### src/rtl/cpu_program_loader_if.sv
// Byte-stream link into the program loader: valid/ready transfer of one byte.
// A byte moves when rx_valid and rx_ready are both high at a rising clk edge.
interface cpu_program_loader_if;
    logic [7:0] rx_data;
    logic       rx_valid;
    logic       rx_ready;

    // Byte source (UART receiver or test host)
    modport master (
        output rx_data,
        output rx_valid,
        input  rx_ready
    );

    // Byte sink (the loader)
    modport slave (
        input  rx_data,
        input  rx_valid,
        output rx_ready
    );
endinterface

### src/rtl/cpu_program_loader.sv
// Boot controller: frames MAGIC, count, then {hi,lo} byte pairs into 16-bit
// words on the CPU icache write port. write doubles as the CPU hold.
// Optional trailer checksum byte: define LOADER_CHECKSUM_EN.
module cpu_program_loader #(
    parameter logic [7:0]  MAGIC = 8'hA5,
    parameter int unsigned IDX_W = 8
) (
    input  logic                      clk,
    input  logic                      reset,
    cpu_program_loader_if.slave       rx,
    output logic                      write,
    output logic [IDX_W-1:0]          write_instruction_index,
    output logic [15:0]               write_instruction,
    output logic                      loading,
    output logic                      done,
    output logic                      error
);

    localparam int unsigned CNT_W = IDX_W + 1;

`ifdef LOADER_CHECKSUM_EN
    typedef enum logic [2:0] {
        IDLE   = 3'd0,
        COUNT  = 3'd1,
        HI     = 3'd2,
        LO     = 3'd3,
        COMMIT = 3'd4,
        CSUM   = 3'd5
    } state_t;
`else
    typedef enum logic [2:0] {
        IDLE   = 3'd0,
        COUNT  = 3'd1,
        HI     = 3'd2,
        LO     = 3'd3,
        COMMIT = 3'd4
    } state_t;
`endif

    state_t             state, state_n;
    logic [CNT_W-1:0]   word_count, word_count_n;
    logic [CNT_W-1:0]   words_written, words_written_n;
    logic [IDX_W-1:0]   index_n;
    logic [15:0]        instr_n;
    logic               write_n;
    logic               loading_n;
    logic               done_n;
    logic               ready_q, ready_n;
    logic               accept;
`ifdef LOADER_CHECKSUM_EN
    logic [7:0]         csum, csum_n;
    logic               error_q, error_n;
`endif

    assign accept      = rx.rx_valid && ready_q;
    assign rx.rx_ready = ready_q;

`ifdef LOADER_CHECKSUM_EN
    assign error = error_q;
`else
    assign error = 1'b0;
`endif

    // State register
    always_ff @(posedge clk or posedge reset) begin
        if (reset) begin
            state <= IDLE;
        end else begin
            state <= state_n;
        end
    end

    // Next-state and next-output decode
    always_comb begin
        state_n         = state;
        word_count_n    = word_count;
        words_written_n = words_written;
        index_n         = write_instruction_index;
        instr_n         = write_instruction;
        loading_n       = loading;
        done_n          = done;
`ifdef LOADER_CHECKSUM_EN
        csum_n          = csum;
        error_n         = error_q;
`endif

        case (state)
            IDLE: begin
                if (accept && rx.rx_data == MAGIC) begin
                    state_n   = COUNT;
                    loading_n = 1'b1;
                    done_n    = 1'b0;
`ifdef LOADER_CHECKSUM_EN
                    error_n   = 1'b0;
`endif
                end
            end
            COUNT: begin
                if (accept) begin
                    // A zero count byte stands for a full 2^IDX_W image
                    if (rx.rx_data == 8'h00) begin
                        word_count_n = CNT_W'(1) << IDX_W;
                    end else begin
                        word_count_n = CNT_W'(rx.rx_data);
                    end
                    words_written_n = '0;
                    index_n         = '0;
                    state_n         = HI;
`ifdef LOADER_CHECKSUM_EN
                    csum_n          = rx.rx_data;
`endif
                end
            end
            HI: begin
                if (accept) begin
                    instr_n[15:8] = rx.rx_data;
                    state_n       = LO;
`ifdef LOADER_CHECKSUM_EN
                    csum_n        = csum ^ rx.rx_data;
`endif
                end
            end
            LO: begin
                if (accept) begin
                    instr_n[7:0] = rx.rx_data;
                    state_n      = COMMIT;
`ifdef LOADER_CHECKSUM_EN
                    csum_n       = csum ^ rx.rx_data;
`endif
                end
            end
            COMMIT: begin
                words_written_n = words_written + CNT_W'(1);
                if (words_written + CNT_W'(1) == word_count) begin
`ifdef LOADER_CHECKSUM_EN
                    state_n   = CSUM;
`else
                    state_n   = IDLE;
                    loading_n = 1'b0;
                    done_n    = 1'b1;
`endif
                end else begin
                    index_n = write_instruction_index + IDX_W'(1);
                    state_n = HI;
                end
            end
`ifdef LOADER_CHECKSUM_EN
            CSUM: begin
                if (accept) begin
                    loading_n = 1'b0;
                    state_n   = IDLE;
                    if (rx.rx_data == csum) begin
                        done_n  = 1'b1;
                    end else begin
                        done_n  = 1'b0;
                        error_n = 1'b1;
                    end
                end
            end
`endif
            default: begin
                state_n = IDLE;
            end
        endcase

        // Hold the CPU and keep the icache port live while a word is in flight
        write_n = (state_n == HI) || (state_n == LO) || (state_n == COMMIT);
        ready_n = (state_n != COMMIT);
    end

    // Registered datapath and outputs
    always_ff @(posedge clk or posedge reset) begin
        if (reset) begin
            word_count              <= '0;
            words_written           <= '0;
            write_instruction_index <= '0;
            write_instruction       <= 16'h0000;
            write                   <= 1'b0;
            loading                 <= 1'b0;
            done                    <= 1'b0;
            ready_q                 <= 1'b1;
`ifdef LOADER_CHECKSUM_EN
            csum                    <= 8'h00;
            error_q                 <= 1'b0;
`endif
        end else begin
            word_count              <= word_count_n;
            words_written           <= words_written_n;
            write_instruction_index <= index_n;
            write_instruction       <= instr_n;
            write                   <= write_n;
            loading                 <= loading_n;
            done                    <= done_n;
            ready_q                 <= ready_n;
`ifdef LOADER_CHECKSUM_EN
            csum                    <= csum_n;
            error_q                 <= error_n;
`endif
        end
    end

endmodule

### src/flat_wrapper.sv
// flat-port wrapper written by rule: the top's interface ports become plain ports
module cpu_program_loader_flat 
#(
    parameter logic [7:0]  MAGIC = 8'hA5,
    parameter int unsigned IDX_W = 8
)
  (clk, reset, write, write_instruction_index, write_instruction, loading, done, error, rx_rx_data, rx_rx_valid, rx_rx_ready);
  cpu_program_loader_if rx_i ();
  input  logic clk;
  input  logic reset;
  output logic write;
  output logic [IDX_W-1:0] write_instruction_index;
  output logic [15:0] write_instruction;
  output logic loading;
  output logic done;
  output logic error;
  input wire logic [$bits(rx_i.rx_data)-1:0] rx_rx_data;
  input wire logic [$bits(rx_i.rx_valid)-1:0] rx_rx_valid;
  output wire logic [$bits(rx_i.rx_ready)-1:0] rx_rx_ready;
  assign rx_i.rx_data = rx_rx_data;
  assign rx_i.rx_valid = rx_rx_valid;
  assign rx_rx_ready = rx_i.rx_ready;
  cpu_program_loader #(.MAGIC(MAGIC), .IDX_W(IDX_W)) u_core (.clk(clk), .reset(reset), .rx(rx_i), .write(write), .write_instruction_index(write_instruction_index), .write_instruction(write_instruction), .loading(loading), .done(done), .error(error));
endmodule
### config.mk
export PLATFORM = sky130hd
export DESIGN_NAME = cpu_program_loader_flat
export DESIGN_NICKNAME = d
export VERILOG_FILES = /design/src/rtl/cpu_program_loader_if.sv /design/src/rtl/cpu_program_loader.sv /design/src/flat_wrapper.sv
export SDC_FILE = /design/constraint.sdc
export NUM_CORES = 1
export LEC_CHECK = 0
export BUFFER_PORTS_ARGS = -buffer_cell sky130_fd_sc_hd__buf_2
export CAP_MARGIN = 40
export CELL_PAD_IN_SITES_DETAIL_PLACEMENT = 2
export CELL_PAD_IN_SITES_GLOBAL_PLACEMENT = 2
export CORE_MARGIN = 8
export CORE_UTILIZATION = 32
export DETAILED_ROUTE_END_ITERATION = 6
export PLACE_DENSITY_LB_ADDON = 0.1
export SLEW_MARGIN = 5
export SYNTH_ARGS = -nofsm -noshare
export SYNTH_HDL_FRONTEND = slang
export SYNTH_SLANG_ARGS = --single-unit
### constraint.sdc
create_clock -name clk -period 2.1 [get_ports clk]
set_input_delay 0.21 -clock clk [delete_from_list [all_inputs] [get_ports clk]]
set_output_delay 0.21 -clock clk [all_outputs]
set_load 0.02 [all_outputs]
After elaboration in Yosys (flattened, before gate mapping). Index checks and enable logic that the tools add are counted.

Add/sub/neg operators: 2. Multiply operators: 0. Divide/modulo/power cells: 0. $lt $le $gt $ge: 0. Eq/ne operators: 14. Shift-type cells: 0. Mux-type cells: 18. Bitwise gates (word level): 0. Reductions and logical operators: 14.

Operator list (number): $mux W9 (2); $pmux W9 S2 (1); $mux W8 (2); $pmux W8 S2 (1); $pmux W3 S5 (1); $eq A3 B2 Y1 const B (4); $mux W3 (4); $add A9 B1 Y9 const B (1); $eq A9 B9 Y1 (1); $add A8 B1 Y8 const B (1); $eq A8 B8 Y1 const B (1); $logic_not A8 Y1 (1); $reduce_and A2 Y1 (4); $eq A3 B3 Y1 const B (2); $ne A2 B1 Y1 const B (3); $reduce_and A3 Y1 (2); $mux W1 (4); $pmux W1 S2 (2); $reduce_bool A2 Y1 (2); $eq A3 B1 Y1 const B (1); $logic_not A3 Y1 (1); $ne A3 B3 Y1 const B (1); $logic_and A1 B1 Y1 (2); $logic_or A1 B1 Y1 (2); 2 further kinds (2).

Register bits: 49. Latch bits: 0. Memory bits (writable): 0. Memory bits (read-only): 0. Input bits: 11. Memories: 0.

Depth between registers and ports, before layout.
Word-level depth: 7. Depth in mapped cells: 8.

Worst setup path after synthesis. No wires, ideal clock.

Path type: register to register. Start: register u_core.words_written[0]. End: register u_core.write_instruction_index[5]. Setup time: 0.066 ns. Arrival: 1.975 ns. Slack: 0.059 ns. Cell stages (with the launch flop): 9. Path buffers: 0. Cell sequence: dfrtp_1 ha_1 nand2_1 nor2_1 xnor2_1 nor4_4 a21o_1 or4_1 nand2_1.

Cells in the longest elaborated chain, start to end: 4.

RTL lines: start, declared (RTL line cpu_program_loader.sv:42) `logic [CNT_W-1:0] words_written, words_written_n;`; start signal, assigned (RTL line cpu_program_loader.sv:188) `words_written <= words_written_n;`; $add A9 B1 Y9 (RTL line cpu_program_loader.sv:134) `if (words_written + CNT_W'(1) == word_count) begin`; $eq A9 B9 Y1 (RTL line cpu_program_loader.sv:134); $ne A2 B2 Y1 (no line); $reduce_and A3 Y1 (no line); end signal, assigned (RTL line cpu_program_loader.sv:189) `write_instruction_index <= index_n;`; end, declared (RTL line cpu_program_loader.sv:12) `output logic [IDX_W-1:0] write_instruction_index,`.

Every way passes these cells. A chain may end at the register's enable or synchronous reset.

Worst setup path in the final report.
Start: register u_core.words_written[2]. End: register u_core.done.

Cells in the longest elaborated chain, start to end: 4.

RTL lines: $add A9 B1 Y9 (RTL line cpu_program_loader.sv:134); $eq A9 B9 Y1 (RTL line cpu_program_loader.sv:134); $ne A2 B1 Y1 (no line); $reduce_and A3 Y1 (no line); end signal, assigned (RTL line cpu_program_loader.sv:193) `done <= done_n;`; end, declared (RTL line cpu_program_loader.sv:15) `output logic done,`.

Every way passes these cells.

==> impl_results.md <==
- Buffers plus inverters on the worst setup path: 2
- GPL Wtd Cong: ~0.74
- Wire length per cell: about 19 um
- Drt initial violations: 35
- Place WS: -0.0849 ns
- Via count: 2,042
- CTS tree: yes
- Fmax: 479 MHz
- Synth warn: 0
- H-tree depth: 2
- # port buffers: 38
- Vias in the first global route: roughly 2,400
- Final min period: approximately 2.1 ns
- Antenna Diode Count: 0
- Final Hold Fails: 0
- Crit path cell chain: buf_4 > nand4b_1 > nor4b_1 > a211oi_2 > o211ai_4 > buf_4 > nand2_1 > nor2_1 > o21a_1
- Cells after Synth: around 240
- Initial Util: around 33%
- HP Class: in2reg
- Initial antenna violation count: 0
- Synthesized cell area: between 0.002 and 0.0025 mm^2
- Final total power: about 0.0046 W
- Clock Pin Slew Worst Setup and Hold Paths: approximately 0.10 ns
- Ys async rst share: between 90% and 100%
- DIE WIDTH: 103 um
- Max-slew violations: 0
- Share of post-route cells with drive strength above 1: about 33%
- DRT Pass-1 Iters: 4
- Global-route total usage across every layer: 15.2%
- Rows: 31
- Mean post-synth cell area: slightly above 10 um^2
- Worst-margin pin slew: ~0.66 ns
- Post-DP HPWL: around 5600 um
- Clock Path Buffers: 2
- Setup TNS: 0 ns
- CP delay by family, top: simple AND/OR/NAND/NOR gates
- Mapped Nets: 250
- Area contributors post-synth: dfrtp_1 (50%), nand2_1 (7.2%), mux2_1 (3.7%)
- Switching share of power: 42.6%
- Largest area contributor in the netlist: dfrtp_1
- Critical Path Max Stage Delay: approximately 0.45 ns
- Slowest-stage cell, CP: dfrtp_2
- CTS Sinks: 49
- Static Leakage: between 1 and 1.5 nW
- Share of total power in combinational logic: between 40% and 50%
- VDD IR-drop max: roughly 0.55 mV
- Drt total wl: 7480 um
- CP Max Fanout: 8
- Worst skew pair latency: slightly above 0.3 ns
- Worst setup path class: reg2reg
- Most common cell in the netlist: dfrtp_1
- Pin count of the biggest net entering global routing: 20
- Net Sw Power: a little under 0.002 W
- PwrDens: approximately 1500 mW/mm^2
- Seq cells post-synth: 49
- Seq/Total Area, Yosys: between 50% and 60%
- Hold_ws: about 0.13 ns
- Internal: approximately 0.0027 W
- Post-route ant nets: 0
- Final global-route overflow total: 0
- Dominant synthesized flop cell: dfrtp_1
- Synth top area share: a little under 50%
- Setup violations, final: 0
- Overall die height: 103 um
- Seq pwr share: between 30 and 40%
- Clock share of power: 15.1%
- Startpoint class of the critical path: register
- Synth top cells by count: dfrtp_1 (48), nand2_1 (46), nor2_1 (18), o21ai_1 (11), xnor2_1 (10)
- Most used cell, CP: buf_4
- EDFF count, synth: 0
- Max_cap viols: 0
- Critical path arrival: between 2 and 2.5 ns
- Worst Skew: between 0.003 and 0.004 ns
- Final WS setup: around 0.014 ns
- RSZ-0062 raised after global routing: yes
- First-pass GRT wire length: ~12,000 um
- Routed vias/inst: roughly 5.1
- Die area: approximately 0.011 mm^2
- Max transition margin: between 50% and 60%
- Status: finished clean
- WP data required: ~2.4 ns
- Critical path endpoint category: register
- TritonCTS Buffers: 5
- Area growth syn-to-layout: 26.9%
- Fillers: ~830
- Layout net count: 317
- Core area: around 0.0073 mm^2
- Layout Utilization: 42.0%
- DRC viols: 0
- Yosys cell types: 48
- Io pins: 40
- Final Cycle Share: between 90% and 100%
- Root buffer cell: clkbuf_8
[layout make-up]
| type | count | area (um^2) | area share (%) |
|---|---|---|---|
| clock inverters | 2 | 38.8 | 1.27 |
| well taps | 99 | 124 | 4.04 |
| repair buffers | 68 | 418 | 13.6 |
| flip-flops and latches | 49 | 1230 | 40.2 |
| clock buffers | 6 | 72.6 | 2.37 |
| inverters | 6 | 22.5 | 0.735 |
| multi-input cells | 174 | 1160 | 37.8 |
[flip-flops by register name, indices dropped and copies added, names as in the netlist]
name / count
u_core.word_count: 9
u_core.write_instruction: 16
u_core.words_written: 9
u_core.rx.rx_ready: 1
u_core.loading: 1
u_core.state: 3
u_core.write: 1
u_core.write_instruction_index: 8
u_core.done: 1
[final timing paths]
check / depth (start not counted) / to / from / slack, ns
max: 9 / u_core.done / u_core.words_written[2] / 0.01
min: 3 / u_core.word_count[1] / rx_rx_data[1] / 0.13
max reg2reg: 9 / u_core.done / u_core.words_written[2] / 0.01
min reg2reg: 1 / u_core.write_instruction[3] / u_core.write_instruction[3] / 0.49
max in group asynchronous: 4 / u_core.rx.rx_ready / reset / 0.96
min in group asynchronous: 3 / u_core.write_instruction[12] / reset / 0.47
[worst register-to-register path: cells and delay by family (launching register included)]
family | cells | cell delay [ns]
simple gates | 4 | 0.79
compound gates | 3 | 0.47
flops | 1 | 0.45
buf+inv | 2 | 0.31
[timing repair]
item,CTS,global route
resized for setup,5,6
pin swaps,0,0
setup buffers,0,5
hold buffers,1,0
setup endpoints to repair,6,10
hold endpoints to repair,17,0
[power by group through the flow]
stage                     combinational [W]  sequential, W  clock, W
after global routing                0.00243        0.00180  0.000743
final                               0.00220        0.00174  0.000703
after floorplan                     0.00108        0.00198         0
after global placement              0.00205        0.00173         0
after detailed placement            0.00212        0.00176         0
after CTS                           0.00214        0.00175  0.000719
[layer usage]
metal,up-vias,part of all wire [%],GRT usage [%]
li1,960,-,-
met1,1040,43,18.2
met2,35,52,26.9
met3,7,4.2,3.58
met4,0,1.0,3.67
met5,-,0,0
[placed cells by master, fill, tap and decap left out, types with 4 or more instances in the layout]
cell      instances
o31ai_1           4
nand3_1           6
and3_1            4
dfrtp_2           4
buf_4            29
nand2_1          46
buf_2            38
mux2_1            8
o21ai_1          12
dfrtp_1          44
clkbuf_8          5
nor3_1            4
mux2_2            8
inv_1             4
nor2_1           18
nand4_1           7
xnor2_1          10
[stage by stage]
| stage | instances | cell area (um^2) |
|---|---|---|
| 5_1_grt | 404 | 3070 |
| 3_3_place_gp | 391 | 2870 |
| 3_5_place_dp | 391 | 2870 |
| 2_1_floorplan | 237 | 2410 |
| 6_report | 404 | 3070 |
| 4_1_cts | 400 | 3000 |
[kinds of logic (layout without fill, tap and decap cells)]
kind of cell    after synthesis  count (layout)  share of synthesized area, %
simple gates                101             101                          20.4
compound gates               37              37                          11.1
fa+ha+maj                     2               2                          1.04
buf+inv                      14              82                          2.69
mux                          19              19                          8.71
xor+xnor                     14              14                          5.08
other cells                   1               1                         0.155
flops                        49              49                          50.8
(Power assumes the default switching activity.)
